## config.mk

```make
export PLATFORM = sky130hd
export DESIGN_NAME = fully_connected_mac_flat
export DESIGN_NICKNAME = d
export VERILOG_FILES = /design/src/rtl/fully_connected_mac_if.sv /design/src/rtl/fully_connected_mac.sv /design/src/flat_wrapper.sv
export SDC_FILE = /design/constraint.sdc
export NUM_CORES = 2
export LEC_CHECK = 0
export ABC_AREA = 1
export ABC_CLOCK_PERIOD_IN_PS = 8800
export CORE_UTILIZATION = 39
export DETAILED_ROUTE_END_ITERATION = 10
export GPL_ROUTABILITY_DRIVEN = 0
export PLACE_DENSITY_LB_ADDON = 0.15
export SLEW_MARGIN = 20
export SYNTH_ARGS = -nofsm -noshare
export SYNTH_HDL_FRONTEND = slang
export SYNTH_SLANG_ARGS = --single-unit
```

## constraint.sdc

```tcl
create_clock -name clk -period 8.8 [get_ports clk]
set_input_delay 1.32 -clock clk [delete_from_list [all_inputs] [get_ports clk]]
set_output_delay 1.32 -clock clk [all_outputs]
set_load 0.01 [all_outputs]
```

## src/rtl/fully_connected_mac_if.sv

```systemverilog
// Handshake and operand bundle between a requester and the fully connected MAC engine.
interface fully_connected_mac_if #(
    parameter int FLATTENED_LENGTH          = 50,
    parameter int FULLYCONNECTED_DATA_WIDTH = 8,
    parameter int ACCUM_WIDTH               = 24
);
    logic                                                      start;
    logic [FLATTENED_LENGTH-1:0][FULLYCONNECTED_DATA_WIDTH-1:0] flattened_input;
    logic [FLATTENED_LENGTH-1:0][FULLYCONNECTED_DATA_WIDTH-1:0] fullyconnected_weights;
    logic [FULLYCONNECTED_DATA_WIDTH-1:0]                      fullyconnected_bias;
    logic                                                      busy;
    logic                                                      out_valid;
    logic                                                      out_ready;
    logic [ACCUM_WIDTH-1:0]                                    fc_result;

    modport master (
        output start, flattened_input, fullyconnected_weights, fullyconnected_bias, out_ready,
        input  busy, out_valid, fc_result
    );

    modport slave (
        input  start, flattened_input, fullyconnected_weights, fullyconnected_bias, out_ready,
        output busy, out_valid, fc_result
    );
endinterface

```

## src/rtl/fully_connected_mac.sv

```systemverilog
// Sequential signed multiply-accumulate for one fully connected neuron: captures operands on start,
// performs one MAC per cycle, then holds the (optionally ReLU-clamped) result on a valid/ready handshake.
module fully_connected_mac #(
    parameter int FLATTENED_LENGTH          = 50,
    parameter int FULLYCONNECTED_DATA_WIDTH = 8,
    parameter int ACCUM_WIDTH               = 24,
    parameter int APPLY_RELU                = 0
) (
    input logic                   clk,
    input logic                   rst,
    fully_connected_mac_if.slave  bus
);
    localparam int N     = FLATTENED_LENGTH;
    localparam int DW    = FULLYCONNECTED_DATA_WIDTH;
    localparam int AW    = ACCUM_WIDTH;
    localparam int IDX_W = (N > 1) ? $clog2(N) : 1;

    typedef enum logic [1:0] {
        ST_IDLE = 2'd0,
        ST_MAC  = 2'd1,
        ST_DONE = 2'd2
    } state_t;

    state_t                    state_q, state_d;
    logic [N-1:0][DW-1:0]      act_q, wgt_q;
    logic [IDX_W-1:0]          idx_q;
    logic [AW-1:0]             acc_q;
    logic [AW-1:0]             result_q;
    logic                      valid_q;
    logic                      busy_q;

    logic signed [2*DW-1:0]    prod_s;
    logic [AW-1:0]             acc_sum_s;
    logic                      capture_s, mac_s, last_s, handshake_s;

    function automatic logic [AW-1:0] relu_clamp(input logic [AW-1:0] v);
        if ((APPLY_RELU != 0) && v[AW-1]) begin
            return '0;
        end else begin
            return v;
        end
    endfunction

    // Full-precision signed product, sign-extended into the accumulator width
    assign prod_s    = $signed(act_q[idx_q]) * $signed(wgt_q[idx_q]);
    assign acc_sum_s = acc_q + {{(AW-2*DW){prod_s[2*DW-1]}}, prod_s};

    // State register
    always_ff @(posedge clk or negedge rst) begin
        if (!rst) begin
            state_q <= ST_IDLE;
        end else begin
            state_q <= state_d;
        end
    end

    // Next-state logic
    always_comb begin
        state_d = state_q;
        case (state_q)
            ST_IDLE: begin
                if (bus.start) state_d = ST_MAC;
                else           state_d = ST_IDLE;
            end
            ST_MAC: begin
                if (idx_q == IDX_W'(N-1)) state_d = ST_DONE;
                else                      state_d = ST_MAC;
            end
            ST_DONE: begin
                if (bus.out_ready) state_d = ST_IDLE;
                else               state_d = ST_DONE;
            end
            default: state_d = ST_IDLE;
        endcase
    end

    // Per-state datapath strobes
    always_comb begin
        capture_s   = 1'b0;
        mac_s       = 1'b0;
        last_s      = 1'b0;
        handshake_s = 1'b0;
        case (state_q)
            ST_IDLE: capture_s   = bus.start;
            ST_MAC: begin
                mac_s  = 1'b1;
                last_s = (idx_q == IDX_W'(N-1));
            end
            ST_DONE: handshake_s = valid_q && bus.out_ready;
            default: capture_s   = 1'b0;
        endcase
    end

    // Operand capture, accumulation and result/handshake registers
    always_ff @(posedge clk or negedge rst) begin
        if (!rst) begin
            act_q    <= '0;
            wgt_q    <= '0;
            idx_q    <= '0;
            acc_q    <= '0;
            result_q <= '0;
            valid_q  <= 1'b0;
            busy_q   <= 1'b0;
        end else begin
            busy_q <= (state_d != ST_IDLE);
            if (capture_s) begin
                act_q <= bus.flattened_input;
                wgt_q <= bus.fullyconnected_weights;
                acc_q <= {{(AW-DW){bus.fullyconnected_bias[DW-1]}}, bus.fullyconnected_bias};
                idx_q <= '0;
            end else if (mac_s) begin
                acc_q <= acc_sum_s;
                // idx returns to 0 after the last term so it never leaves the operand range
                idx_q <= last_s ? '0 : idx_q + IDX_W'(1);
            end else begin
                idx_q <= idx_q;
            end
            if (last_s) begin
                result_q <= relu_clamp(acc_sum_s);
                valid_q  <= 1'b1;
            end else if (handshake_s) begin
                valid_q  <= 1'b0;
            end else begin
                valid_q  <= valid_q;
            end
        end
    end

    assign bus.busy      = busy_q;
    assign bus.out_valid = valid_q;
    assign bus.fc_result = result_q;
endmodule
```

## src/flat_wrapper.sv

```systemverilog
// flat-port wrapper written by rule: the top's interface ports become plain ports
module fully_connected_mac_flat 
#(
    parameter int FLATTENED_LENGTH          = 50,
    parameter int FULLYCONNECTED_DATA_WIDTH = 8,
    parameter int ACCUM_WIDTH               = 24,
    parameter int APPLY_RELU                = 0
)
  (clk, rst, bus_start, bus_flattened_input, bus_fullyconnected_weights, bus_fullyconnected_bias, bus_out_ready, bus_busy, bus_out_valid, bus_fc_result);
  fully_connected_mac_if #(.FLATTENED_LENGTH(FLATTENED_LENGTH), .FULLYCONNECTED_DATA_WIDTH(FULLYCONNECTED_DATA_WIDTH), .ACCUM_WIDTH(ACCUM_WIDTH)) bus_i ();
  input logic clk;
  input logic rst;
  input wire logic [$bits(bus_i.start)-1:0] bus_start;
  input wire logic [$bits(bus_i.flattened_input)-1:0] bus_flattened_input;
  input wire logic [$bits(bus_i.fullyconnected_weights)-1:0] bus_fullyconnected_weights;
  input wire logic [$bits(bus_i.fullyconnected_bias)-1:0] bus_fullyconnected_bias;
  input wire logic [$bits(bus_i.out_ready)-1:0] bus_out_ready;
  output wire logic [$bits(bus_i.busy)-1:0] bus_busy;
  output wire logic [$bits(bus_i.out_valid)-1:0] bus_out_valid;
  output wire logic [$bits(bus_i.fc_result)-1:0] bus_fc_result;
  assign bus_i.start = bus_start;
  assign bus_i.flattened_input = bus_flattened_input;
  assign bus_i.fullyconnected_weights = bus_fullyconnected_weights;
  assign bus_i.fullyconnected_bias = bus_fullyconnected_bias;
  assign bus_i.out_ready = bus_out_ready;
  assign bus_busy = bus_i.busy;
  assign bus_out_valid = bus_i.out_valid;
  assign bus_fc_result = bus_i.fc_result;
  fully_connected_mac #(.FLATTENED_LENGTH(FLATTENED_LENGTH), .FULLYCONNECTED_DATA_WIDTH(FULLYCONNECTED_DATA_WIDTH), .ACCUM_WIDTH(ACCUM_WIDTH), .APPLY_RELU(APPLY_RELU)) u_core (.clk(clk), .rst(rst), .bus(bus_i));
endmodule
```

Word level (Yosys, flattened, before mapping)
Cells that the tools add are included.
{"block": "totals", "latch_bits": 0, "n_memories": 0, "mem_bits_rw": 0, "register_bits": 858, "mem_bits_ro": 0}
{"block": "op_classes", "mux": 19, "mul": 1, "n_shift": 0, "n_addsub": 2, "reduce_logical": 5, "n_lt_le_gt_ge": 1, "div": 0, "bitwise": 0, "eq_ne": 3}
{"operator": "binary-select mux 8 bit (select 6 bit)", "count": 2}
{"operator": "two-way mux 24 bit", "count": 2}
{"operator": "adder 24 bit", "count": 1}
{"operator": "two-way mux 6 bit", "count": 3}
{"operator": "multiplier 8 x 8 -> 16 bit", "count": 1}
{"operator": "two-way mux 8 bit", "count": 2}
{"operator": "less-than comparator 6 x 7 -> 1 bit (second input constant)", "count": 1}
{"operator": "two-way mux 1 bit", "count": 7}
{"operator": "adder 6 x 1 -> 6 bit (second input constant)", "count": 1}
{"operator": "equality test 6 bit (second input constant)", "count": 1}
{"operator": "one-hot mux 2 bit (3 select lines)", "count": 1}
{"operator": "nonzero test 2 bit", "count": 3}
{"operator": "two-way mux 2 bit", "count": 2}
{"operator": "equality test 2 x 1 -> 1 bit (second input constant)", "count": 1}
{"operator": "equality test 2 bit (second input constant)", "count": 1}
{"operator": "zero test 2 bit", "count": 1}
{"operator": "logical AND 1 bit", "count": 1}

Logic depth before layout (Yosys ltp)
{"block": "depth", "depth_word": 6, "ltp_mapped": 44}

Worst setup path before layout
Ideal clock, no wire load.
{"block": "synth_path", "kind": "flip-flop to flip-flop", "start": "register u_core.idx_q[0]", "end": "register u_core.acc_q[20]", "setup_ns": 0.133, "setup_slack_ns": 2.513, "path_buffers": 3, "period_less_slack_ns": 6.287, "arrival_ns": 6.155, "path_stages_with_launch": 39, "path_cell_list": "dfrtp_1 buf_6 buf_6 buf_4 nor2_1 nor2_1 o21ai_0 o211ai_1 nand3_1 nand4_1 nand2_1 nand2_1 nand2_2 nor2_1 fa_1 inv_1 fa_1 inv_1 [... 3 more ...] inv_1 ha_1 nand2_1 nor2_1 nand3_1 nand3_1 inv_1 nand2_1 nand2_1 inv_1 ha_1 a21oi_1 o21ai_0 a21oi_1 nand3_1 or2_2 nand3_1 a21oi_1"}
{"block": "synth_between", "elab_chain_len": 6}
{"element": "start, declared", "line": "fully_connected_mac.sv:26", "text": "logic [IDX_W-1:0] idx_q;"}
{"element": "start signal, assigned", "line": "fully_connected_mac.sv:114", "text": "idx_q <= last_s ? '0 : idx_q + IDX_W'(1);"}
{"element": "start signal, assigned", "line": "fully_connected_mac.sv:116", "text": "idx_q <= idx_q;"}
{"element": "binary-select mux 8 bit (select 6 bit)", "line": "fully_connected_mac.sv:45", "text": "assign prod_s = $signed(act_q[idx_q]) * $signed(wgt_q[idx_q]);"}
{"element": "two-way mux 8 bit (not written as such)", "line": "fully_connected_mac.sv:45"}
{"element": "multiplier 8 x 8 -> 16 bit *", "line": "fully_connected_mac.sv:45"}
{"element": "adder 24 bit *", "line": "fully_connected_mac.sv:46", "text": "assign acc_sum_s = acc_q + {{(AW-2*DW){prod_s[2*DW-1]}}, prod_s};"}
{"element": "two-way mux 24 bit *", "line": "fully_connected_mac.sv:111", "text": "end else if (mac_s) begin"}
{"element": "two-way mux 24 bit *", "line": "fully_connected_mac.sv:106", "text": "if (capture_s) begin"}
{"element": "end signal, assigned", "line": "fully_connected_mac.sv:109", "text": "acc_q <= {{(AW-DW){bus.fullyconnected_bias[DW-1]}}, bus.fullyconnected_bias};"}
{"element": "end signal, assigned", "line": "fully_connected_mac.sv:112", "text": "acc_q <= acc_sum_s;"}
{"element": "end, declared", "line": "fully_connected_mac.sv:27", "text": "logic [AW-1:0] acc_q;"}
Mark *: on every way between the ends. The rest lies on a longest branch, timed or not. The select of a mux whose other input is x is not followed.
A chain may end at the register's enable or synchronous reset.

Worst setup path in the final report
{"block": "layout_path", "start": "register u_core.idx_q[1]", "end": "register u_core.acc_q[18]"}
The elaborated chain is that of the path after synthesis.

==> impl_metrics.json <==
{
  "crit_arrival_ps": 8540,
  "syn_inst": 5776,
  "nets": 7349,
  "holdPathStages": 2,
  "worst_path_max_delay_cell": "fa_1",
  "netlist_area_um2": 43500,
  "reg2regPathDepth": 36,
  "synth_area_leaders": "dfrtp_1, nand2_1, nor2_1, o21ai_0, fa_1",
  "firstDrtPassIters": 7,
  "ys_warn_count": 0,
  "num_vias": 41200,
  "fin_worst_skew_ps": 29.3,
  "path_clk_slew_ps": 60,
  "die_height_um": 336,
  "grt_pass1_vias": 40300,
  "initial_core_util": 0.393,
  "layout-drive-gt1-share": 0.0427,
  "worst_slew_pin_slew_ps": 1080,
  "cts_tree": "built",
  "die_w_um": 336,
  "crit_top_cell": "nand2_1",
  "syn_to_final_growth_pct": 29.3,
  "period_needed_ps": 8020,
  "synth_most_common_cell": "nand2_1",
  "hold_class": "register to register",
  "status": "finished, final reports clean",
  "grt_usage": 0.293,
  "dp.final_hpwl_mm": 120,
  "syn_area_per_cell_um2": 7.52,
  "wl_per_cell_um": 21.0,
  "syn-num-nets": 6700,
  "rows": 122,
  "synthFlopType": "dfrtp_1",
  "yosysSeqAreaShare": 0.494,
  "htreeDepth": 3,
  "clk_latency_ps": 700,
  "core_um2": 111000,
  "final-setup-viol-count": 0,
  "crit_fanout": 167,
  "fmax_ghz": 0.125,
  "ff_latch_area_um2": 21500,
  "root_buffer": "clkbuf_16",
  "via_per_inst": 5.15,
  "finalSetupTns_ps": 0,
  "grt_overflow_total": 0,
  "io-pin-count": 838,
  "cts_buffers": 98,
  "postCtsSetupBuffers": 0,
  "port-buffer-count": 837,
  "die-area_um2": 113000,
  "worstPathRequired_ps": 9320,
  "slowest_delay_ps": 540,
  "async_flop_share": 1.00,
  "antenna_found_initial": 19,
  "slew_headroom": 0.280,
  "cts_buffer_depth": 3,
  "clock-sinks": 858,
  "grt_pass1_wl_mm": 250,
  "antenna_left": 0,
  "fin_crit_sh": 0.911,
  "synth_enable_flop_cells": 0,
  "remaining_drc_errors": 0,
  "cts_resized": 0,
  "hold_viol_final": 0,
  "grt_max_degree": 227,
  "synth_seq_cells": 858,
  "synth_top_area_frac": 0.494,
  "drt_iter0_markers": 4030,
  "n_fill_cell": 10900,
  "cp-start-kind": "register",
  "endpoint_kind": "register",
  "maxCapViolations": 0,
  "synth_common_cells": "nand2_1, dfrtp_1, nor2_1, o21ai_0, clkbuf_1",
  "cts_hold_buffers": 0,
  "rsz0062_at_grt": "no",
  "synth.distinct_cells": 38,
  "drt_wl_total_mm": 168,
  "multiInputGateArea_um2": 19700,
  "synth_top_area_cell": "dfrtp_1",
  "maxSlewViolCount": 0,
  "critPathKind": "register to register"
}
==> registers in the layout (all words and copies together), names as in the netlist <==
signal / flops
u_core.act_q: 400
u_core.wgt_q: 400
u_core.acc_q: 24
u_core.bus.fc_result: 24
u_core.idx_q: 6
u_core.state_q: 2
u_core.bus.busy: 1
u_core.bus.out_valid: 1
==> stage by stage <==
step | area [um2] | setup WS (ps) | hold WS (ps) | cells | util
global placement | 52900 | 1000 | 457 | 7813 | 0.478
floorplan | 43500 | 2510 | 441 | 5776 | -
detailed placement | 52900 | 976 | 459 | 7813 | 0.478
finish | 56200 | 784 | 473 | 8004 | 0.508
global route | 56200 | 259 | 488 | 8001 | 0.508
CTS | 56200 | 935 | 475 | 7991 | 0.508
==> placed cells by master, fill, tap and decap left out, drive strengths merged, types with 85 or more instances in the layout <==
master and instances:
dfrtp 858, nor2 555, nand2 2818, o22ai 98, nand3 121, o21ai 435
a21oi 85, clkbuf 138, inv 165, clkdlybuf4s50 836
==> routing by layer <==
layer / track usage / part of all wire
met2: 0.474 / 0.47
met5: 0 / 0.00048
met3: 0.0477 / 0.064
met4: 0.135 / 0.044
met1: 0.385 / 0.42
==> worst max-delay path: cells and delay by family, from the launching register on <==
family                   cells  cell delay, ps
buffers and inverters        7             850
AO/OA/AOI/OAI                8            1760
adder cells (fa/ha/maj)      6            2670
flip-flops                   1             460
AND/OR/NAND/NOR             14            1520
XOR/XNOR                     1             210
==> final timing paths <==
| check | end | slack [ps] | from |
|---|---|---|---|
| worst min register to register | u_core.act_q[40] | 470 | u_core.act_q[40] |
| min in group asynchronous | u_core.wgt_q[67] | 640 | rst |
| worst max register to register | u_core.acc_q[18] | 780 | u_core.idx_q[1] |
| worst max-delay path | u_core.acc_q[18] | 780 | u_core.idx_q[1] |
| max in group asynchronous | u_core.bus.fc_result[9] | 6190 | rst |
| worst min-delay path | u_core.act_q[40] | 470 | u_core.act_q[40] |
==> final cells by class <==
type,count,share of cell area
flip-flops and latches,858,0.382
multi-input cells,4396,0.351
repair buffers,904,0.163
clock buffers,138,0.0506
well taps,1488,0.0331
inverters,167,0.0115
clock inverters,40,0.00795
diodes,13,0.000579
==> cell families after synthesis <==
| kind of cell | share of synthesized area |
|---|---|
| AO/OA/AOI/OAI | 0.0936 |
| AND/OR/NAND/NOR | 0.313 |
| flip-flops | 0.494 |
| adder cells (fa/ha/maj) | 0.0419 |
| buffers and inverters | 0.0531 |
| XOR/XNOR | 0.00484 |
Power is left out: the tool's default activity adds up to more than one toggle a clock period on the data nets, which glitch-free logic cannot reach.
